File: src/rtl/halt_dump_ctrl_pkg.sv
// Shared encodings for the end-of-run halt/dump controller: FSM states,
// stream word indices and the default halt PC.
package halt_dump_ctrl_pkg;

    typedef enum logic [2:0] {
        RUN  = 3'd0,
        HDR  = 3'd1,
        REGS = 3'd2,
        CNT  = 3'd3,
        DONE = 3'd4
    } state_t;

    localparam int          DUMP_WORDS      = 34;
    localparam logic [5:0]  IDX_PC          = 6'd0;
    localparam logic [5:0]  IDX_X0          = 6'd1;
    localparam logic [5:0]  IDX_CNT         = 6'(DUMP_WORDS - 1);
    localparam logic [31:0] DEFAULT_HALT_PC = 32'h0000_0048;

endpackage

File: src/rtl/halt_dump_ctrl.sv
// End-of-run controller: freezes the core on a halt PC commit or cycle budget
// expiry, then streams halt PC, x0..x31 and the cycle count over valid/ready.
//
// state | meaning
// ------+-------------------------------------------------------------
// RUN   | core running, cycle counter advancing, watching commits
// HDR   | core frozen, presenting the latched halt PC (idx 0)
// REGS  | walking x0..x31 through the debug read port (idx 1..32)
// CNT   | presenting the frozen cycle count (idx 33, last beat)
// DONE  | stream complete, core stays frozen until reset
module halt_dump_ctrl
    import halt_dump_ctrl_pkg::*;
#(
    parameter int              XLEN       = 32,
    parameter logic [XLEN-1:0] HALT_PC    = XLEN'(DEFAULT_HALT_PC),
    parameter int              MAX_CYCLES = 1000
) (
    input  logic            clk,
    input  logic            rst,
    input  logic            wb_valid,
    input  logic [XLEN-1:0] pcW,
    output logic [4:0]      rf_raddr,
    input  logic [XLEN-1:0] rf_rdata,
    output logic            cpu_freeze,
    output logic            dump_valid,
    input  logic            dump_ready,
    output logic [XLEN-1:0] dump_data,
    output logic [5:0]      dump_idx,
    output logic            dump_last,
    output logic            halted,
    output logic            timeout,
    output logic            done
);

    localparam logic [XLEN-1:0] TMO_CNT = XLEN'(MAX_CYCLES - 1);
    localparam logic [XLEN-1:0] CNT_MAX = '1;

    state_t          state;
    logic [XLEN-1:0] cycle_cnt;
    logic [XLEN-1:0] last_pc;
    logic [XLEN-1:0] halt_pc_q;
    logic            halt_evt;
    logic            tmo_evt;
    logic            xfer;

    assign halt_evt = wb_valid && (pcW == HALT_PC);
    assign tmo_evt  = (cycle_cnt == TMO_CNT);
    assign xfer     = dump_valid && dump_ready;

    always_ff @(posedge clk) begin
        if (rst) begin
            state      <= RUN;
            cycle_cnt  <= '0;
            last_pc    <= '0;
            halt_pc_q  <= '0;
            rf_raddr   <= '0;
            cpu_freeze <= 1'b0;
            dump_valid <= 1'b0;
            dump_idx   <= '0;
            dump_last  <= 1'b0;
            halted     <= 1'b0;
            timeout    <= 1'b0;
            done       <= 1'b0;
        end else begin
            case (state)
                RUN: begin
                    if (wb_valid)
                        last_pc <= pcW;
                    if (halt_evt || tmo_evt) begin
                        // A commit in the event cycle is the most recent one, halting or not.
                        state      <= HDR;
                        halt_pc_q  <= wb_valid ? pcW : last_pc;
                        cpu_freeze <= 1'b1;
                        halted     <= 1'b1;
                        timeout    <= !halt_evt;
                        dump_valid <= 1'b1;
                        dump_idx   <= IDX_PC;
                    end else if (cycle_cnt != CNT_MAX) begin
                        cycle_cnt <= cycle_cnt + 1'b1;
                    end
                end
                HDR: begin
                    if (xfer) begin
                        state    <= REGS;
                        rf_raddr <= '0;
                        dump_idx <= IDX_X0;
                    end
                end
                REGS: begin
                    if (xfer) begin
                        if (rf_raddr == 5'd31) begin
                            state     <= CNT;
                            dump_idx  <= IDX_CNT;
                            dump_last <= 1'b1;
                        end else begin
                            rf_raddr <= rf_raddr + 5'd1;
                            dump_idx <= dump_idx + 6'd1;
                        end
                    end
                end
                CNT: begin
                    if (xfer) begin
                        state      <= DONE;
                        dump_valid <= 1'b0;
                        dump_last  <= 1'b0;
                        done       <= 1'b1;
                    end
                end
                DONE: begin
                end
                default: state <= RUN;
            endcase
        end
    end

    // Register words come straight off the read port; the frozen core keeps them stable.
    always_comb begin
        dump_data = '0;
        case (state)
            HDR:  dump_data = halt_pc_q;
            REGS: if (rf_raddr != 5'd0) dump_data = rf_rdata;
            CNT:  dump_data = cycle_cnt;
            default: dump_data = '0;
        endcase
    end

endmodule
File: config.mk
export PLATFORM = sky130hd
export DESIGN_NAME = halt_dump_ctrl
export DESIGN_NICKNAME = d
export VERILOG_FILES = /design/src/rtl/halt_dump_ctrl_pkg.sv /design/src/rtl/halt_dump_ctrl.sv
export SDC_FILE = /design/constraint.sdc
export NUM_CORES = 1
export LEC_CHECK = 0
export BUFFER_PORTS_ARGS = -buffer_cell sky130_fd_sc_hd__buf_2
export CORE_MARGIN = 2
export CORE_UTILIZATION = 55
export DETAILED_ROUTE_END_ITERATION = 16
export PLACE_DENSITY = 0.89
export SYNTH_ARGS = -nofsm -noshare
export SYNTH_HDL_FRONTEND = slang
export SYNTH_SLANG_ARGS = --single-unit
File: constraint.sdc
create_clock -name clk -period 6.7 [get_ports clk]
set_clock_uncertainty 0.15 [all_clocks]
set_input_delay 1.005 -clock clk [delete_from_list [all_inputs] [get_ports clk]]
set_output_delay 1.005 -clock clk [all_outputs]
set_load 0.1 [all_outputs]
=== After elaboration in Yosys (flattened, before gate mapping) ===
Index checks and enable logic that the tools add are counted.

* Eq/ne operators: 14
* Bitwise gates (word level): 2
* Mux-type cells: 24
* Reduce and logical (&&, ||, !) cells: 18
* $add $sub $neg: 3

{| class="wikitable"
|+ Operators with widths
! kind !! count
|-
| 32-bit one-hot mux with 3 select lines || 1
|-
| 32-bit two-way mux || 2
|-
| 32-bit by 1-bit adder with 32-bit output (second input constant) || 1
|-
| 32-bit by 10-bit equality test with 1-bit output (second input constant) || 1
|-
| 32-bit by 7-bit equality test with 1-bit output (second input constant) || 1
|-
| 32-bit != test (second input constant) || 1
|-
| 6-bit two-way mux || 4
|-
| 6-bit one-hot mux with 3 select lines || 1
|-
| 3-bit two-way mux || 5
|-
| 5-bit two-way mux || 3
|-
| 3-bit one-hot mux with 5 select lines || 1
|-
| 2-bit != test (second input constant) || 6
|-
| 4-bit AND reduction || 3
|-
| 5-bit one-hot mux with 2 select lines || 1
|-
| 6-bit by 1-bit adder with 6-bit output (second input constant) || 1
|-
| 3-bit by 2-bit equality test with 1-bit output (second input constant) || 2
|-
| 3-bit AND reduction || 2
|-
| 6-bit AND reduction || 1
|-
| 2-bit nonzero test || 3
|-
| 5-bit by 1-bit adder with 5-bit output (second input constant) || 1
|-
| 5-bit equality test (second input constant) || 1
|-
| 5-bit nonzero test || 1
|-
| 1-bit two-way mux || 4
|-
| 1-bit one-hot mux with 2 select lines || 2
|-
| other kinds (9) || 12
|}

* Input bits: 68
* Output and inout bits: 49
* Logic and storage cells: 72
* Register bits after elaboration: 115

=== Longest topological paths before layout ===
* Depth after elaboration: 5
* Depth in mapped cells: 10
* Mapped depth without buffers: 8

=== Worst setup path after synthesis ===
OpenSTA, ideal clock, no wires.

* Path type: register to output
* From: reg rf_raddr[0]
* To: out dump_data[11]
* Stages on the path, launching flop included: 8
* Data required time: 5545 ps
* Path slack: 2826 ps
* Path buffers: 1
* Data arrival time: 2719 ps
* Cells stage by stage: dfxtp_1 inv_1 ha_1 nor4b_1 nor2_1 clkbuf_1 a222oi_1 inv_1

* Longest elaborated chain between the ends: 3

{| class="wikitable"
|+ Ends and longest elaborated chain
! item !! line !! RTL
|-
| start, declared || halt_dump_ctrl.sv:22 || <nowiki>output logic [4:0] rf_raddr,</nowiki>
|-
| start signal, assigned || halt_dump_ctrl.sv:96 || <nowiki>rf_raddr <= rf_raddr + 5'd1;</nowiki>
|-
| 5-bit nonzero test || halt_dump_ctrl.sv:121 || <nowiki>REGS: if (rf_raddr != 5'd0) dump_data = rf_rdata;</nowiki>
|-
| 32-bit two-way mux || halt_dump_ctrl.sv:121 ||
|-
| 32-bit one-hot mux with 3 select lines || halt_dump_ctrl.sv:119 || <nowiki>case (state)</nowiki>
|-
| end, declared || halt_dump_ctrl.sv:27 || <nowiki>output logic [XLEN-1:0] dump_data,</nowiki>
|}

No other way between the ends.

=== Worst setup path in the final report ===
* From: reg state[0]
* To: out dump_data[2]

* Longest elaborated chain between the ends: 2
* Elaborated cells between the ends (all ways): 4
* Classes of those cells: 3 x eq/ne; 1 x mux

{| class="wikitable"
|+ Ends and longest elaborated chain
! item !! line !! RTL
|-
| start, declared || halt_dump_ctrl.sv:38 || <nowiki>state_t state;</nowiki>
|-
| start signal, assigned || halt_dump_ctrl.sv:52 || <nowiki>state <= RUN;</nowiki>
|-
| start signal, assigned || halt_dump_ctrl.sv:71 || <nowiki>state <= HDR;</nowiki>
|-
| start signal, assigned || halt_dump_ctrl.sv:84 || <nowiki>state <= REGS;</nowiki>
|-
| 3-bit by 2-bit equality test with 1-bit output or 3-bit by 1-bit equality test with 1-bit output (tied branches) || halt_dump_ctrl.sv:119 ||
|-
| 32-bit one-hot mux with 3 select lines (*) || halt_dump_ctrl.sv:119 ||
|}

Mark *: on every way between the ends. The rest lies on a longest branch, timed or not.

==> impl_metrics.yaml <==
worst_setup_path:
  crit_fanout: 33
  arrival_ns: 3.17
  worstPathCellList: "nor2b_1 -> and2_1 -> a222oi_1 -> inv_1 -> buf_2"
  cp_top_family: "simple AND/OR/NAND/NOR gates"
  cp-start-kind: "flop"
  critPathSlowestCell: "and2_1"
  cp_num_buf_inv: 2
  crit_path_end_kind: "output port"
  cp_data_required_time_ns: 5.54
  worstSetupPathType: "reg -> out"
  max_stage_delay_ns: 0.97
pwr:
  ir_worst_vdd_mv: 0.150
  p_clk_share_pct: 52.0
  fin_total_pwr_mw: 1.65
  p_leak_nw: 2.96
  seqPwrFrac_pct: 42.8
  p_switching_uw: 380
  switching_share_pct: 23.1
  power_frac_comb_pct: 5.3
  cell_internal_pwr_mw: 1.27
  p_per_area_mw_per_mm2: 236
placement:
  placed_cell_area_mm2: 0.00642
  place_hpwl_um: 11200
  io_buffer_count: 116
  gp_congestion: 0.886
  place_ws_ns: 2.32
detailed_routing:
  vias_per_cell: 6.30
  post_drt_wl_per_cell_um: 17.4
  drc: 0
  final_antenna_net_count: 0
  drt_wl_total_um: 16600
  detail_route.first_pass.iterations: 8
  dr_total_vias: 6014
  drt-initial-drc-count: 895
logic_synthesis:
  synth_area_mm2: 0.00595
  async_flop_share_pct: 0
  yosysWarningCount: 0
  ys.flop_type: "dfxtp_1"
  avgSynthCellArea_um2: 8.05
  syn_inst: 739
  synth_seq_cells: 115
  synth_edf_count: 0
  synth_sequential_area_ratio_pct: 38.7
  yosysUniqueCellTypes: 49
  synth_fp_nets: 812
finish:
  drive_gt1_share_pct: 19.7
  num_antenna_cells: 0
  finalNetCount: 880
  fillers: 864
  final_cell_area_mm2: 0.00699
  final_cell_mix: "dfxtp_1, buf_2, nand2_1"
  syn_to_final_growth_pct: 17.5
cts:
  clock-sinks: 115
  root_buffer: "clkbuf_8"
  cts_made_buffers: 17
  clk_pin_slew_ns: 0.06
  post-cts-setup-buffer-count: 0
  clock_latency_ns: 0.51
  cts_tree: "built"
  cts_resized: 0
  ctsHoldBuffers: 0
  htreeDepth: 4
  clockBufferDepth: 2
timing:
  worst_slack_ns: 2.38
  period_share_pct: 64.5
  setup_viol: 0
  setup_tns_ns: 0
  timing.fmax_mhz: 231
  rsz0062_at_grt: "no"
  drv_slew: 0
  hold_slack_ns: 0.302
  finalCriticalPeriod_ns: 4.32
  final_hold_viol_count: 0
  tightest_slew_ns: 1.22
  relSlewSlack_pct: 18.5
status:
  status: "finished clean"
die:
  die_h_um: 108
  core_mm2: 0.0104
  dieArea_mm2: 0.0117
  ioPinCount: 117
  std_cell_rows: 37
  start_util_pct: 57.1
  die_w_um: 108
global_routing:
  overflow: 0
  grt_pass1_vias: 5193
  grt_use_total_pct: 28.5
  antenna_found_initial: 0
  grt_pass1_wl_um: 26100
  grt_max_degree: 117
job:
  drv_cap: 0
worst_hold_path:
  hp-class: "reg -> reg"
## per-layer routing
layer | vias to the layer above | routed length [µm] | GRT usage, %
li1 | 2871 | - | -
met1 | 2770 | 6890 | 39.3
met2 | 327 | 7600 | 44.0
met3 | 46 | 1600 | 7.05
met4 | 0 | 487 | 9.34
met5 | - | 0 | 0
## power groups by stage
| stage | Sequential, mW | Combinational (mW) | Clock [mW] |
|---|---|---|---|
| floorplan | 0.716 | 0.0486 | 0 |
| global placement | 0.718 | 0.0840 | 0 |
| detailed placement | 0.718 | 0.0850 | 0 |
| CTS | 0.704 | 0.0856 | 0.863 |
| global route | 0.705 | 0.0946 | 0.901 |
| finish | 0.704 | 0.0867 | 0.856 |
## layout make-up
class / instances / area (µm²) / share of cell area [%]
Clock buffer: 18 / 428 / 6.12
Clock inverter: 12 / 135 / 1.93
Inverter: 38 / 143 / 2.04
Multi-Input combinational cell: 514 / 3190 / 45.6
Sequential cell: 115 / 2300 / 32.9
Tap cell: 136 / 170 / 2.44
Timing Repair Buffer: 121 / 621 / 8.88
## stage by stage
stage          cells  util [%]
2_1_floorplan    739         -
3_3_place_gp     924      61.7
6_report         954      67.1
5_1_grt          954      67.1
3_5_place_dp     924      61.7
4_1_cts          954      67.1
## sequential cells by signal (all words and copies together), names as in the netlist
name / count
cycle_cnt: 32
done: 1
dump_idx: 6
dump_last: 1
dump_valid: 1
halt_pc_q: 32
halted: 1
last_pc: 32
rf_raddr: 5
state: 3
timeout: 1
## worst reg2reg max path, stage by stage, from the launching register on
cell and delay [ns]:
dfxtp_1 0.47, and4_1 0.43, nand2_1 0.08, or3_1 0.51
a21oi_4 0.52, buf_4 0.47, nor2_1 0.10, a211oi_1 0.22
## kinds of logic (layout without fill, tap and decap cells)
logic type | count (synthesis) | in the layout | share of synthesized area [%]
compound gates | 178 | 178 | 20.4
flops | 115 | 115 | 38.7
fa+ha+maj | 5 | 5 | 1.05
simple gates | 290 | 290 | 25.0
mux | 38 | 38 | 6.52
xor+xnor | 3 | 3 | 0.442
buf+inv | 110 | 189 | 7.91
## final timing paths
path	startpoint	endpoint	slack, ns	cells past startpoint
hold reg to reg	last_pc[4]	last_pc[4]	0.30	2
setup / recovery	state[0]	dump_data[2]	2.38	5
setup reg to reg	cycle_cnt[6]	halt_pc_q[14]	3.66	7
hold / removal	last_pc[4]	last_pc[4]	0.30	2
## cells in the mapped netlist (2+ instances only)
| cell type | n | area share (%) |
|---|---|---|
| a211oi_1 | 32 | 4.0 |
| a21oi_1 | 72 | 6.1 |
| a222oi_1 | 32 | 5.4 |
| a22oi_1 | 2 | 0.25 |
| a31oi_1 | 4 | 0.42 |
| and2_1 | 4 | 0.42 |
| and3_1 | 7 | 0.74 |
| and4_1 | 5 | 0.74 |
| buf_2 | 10 | 0.84 |
| buf_4 | 10 | 1.3 |
| clkbuf_1 | 50 | 3.2 |
| dfxtp_1 | 115 | 39 |
| ha_1 | 5 | 1.1 |
| inv_1 | 38 | 2.4 |
| mux2_1 | 6 | 1.1 |
| mux2i_1 | 32 | 5.4 |
| nand2_1 | 91 | 5.7 |
| nand3_1 | 19 | 1.6 |
| nand3b_1 | 2 | 0.25 |
| nand4_1 | 16 | 1.7 |
| nor2_1 | 60 | 3.8 |
| nor2b_1 | 9 | 0.95 |
| nor3_1 | 9 | 0.76 |
| nor4_1 | 23 | 2.4 |
| nor4b_1 | 2 | 0.29 |
| o21ai_0 | 6 | 0.50 |
| o21ai_1 | 3 | 0.25 |
| o31ai_1 | 21 | 2.6 |
| or3_1 | 8 | 0.84 |
| or3b_2 | 2 | 0.29 |
| or4_1 | 25 | 3.2 |
| xor2_1 | 2 | 0.29 |
No activity file was read; power rests on OpenSTA's default activity.
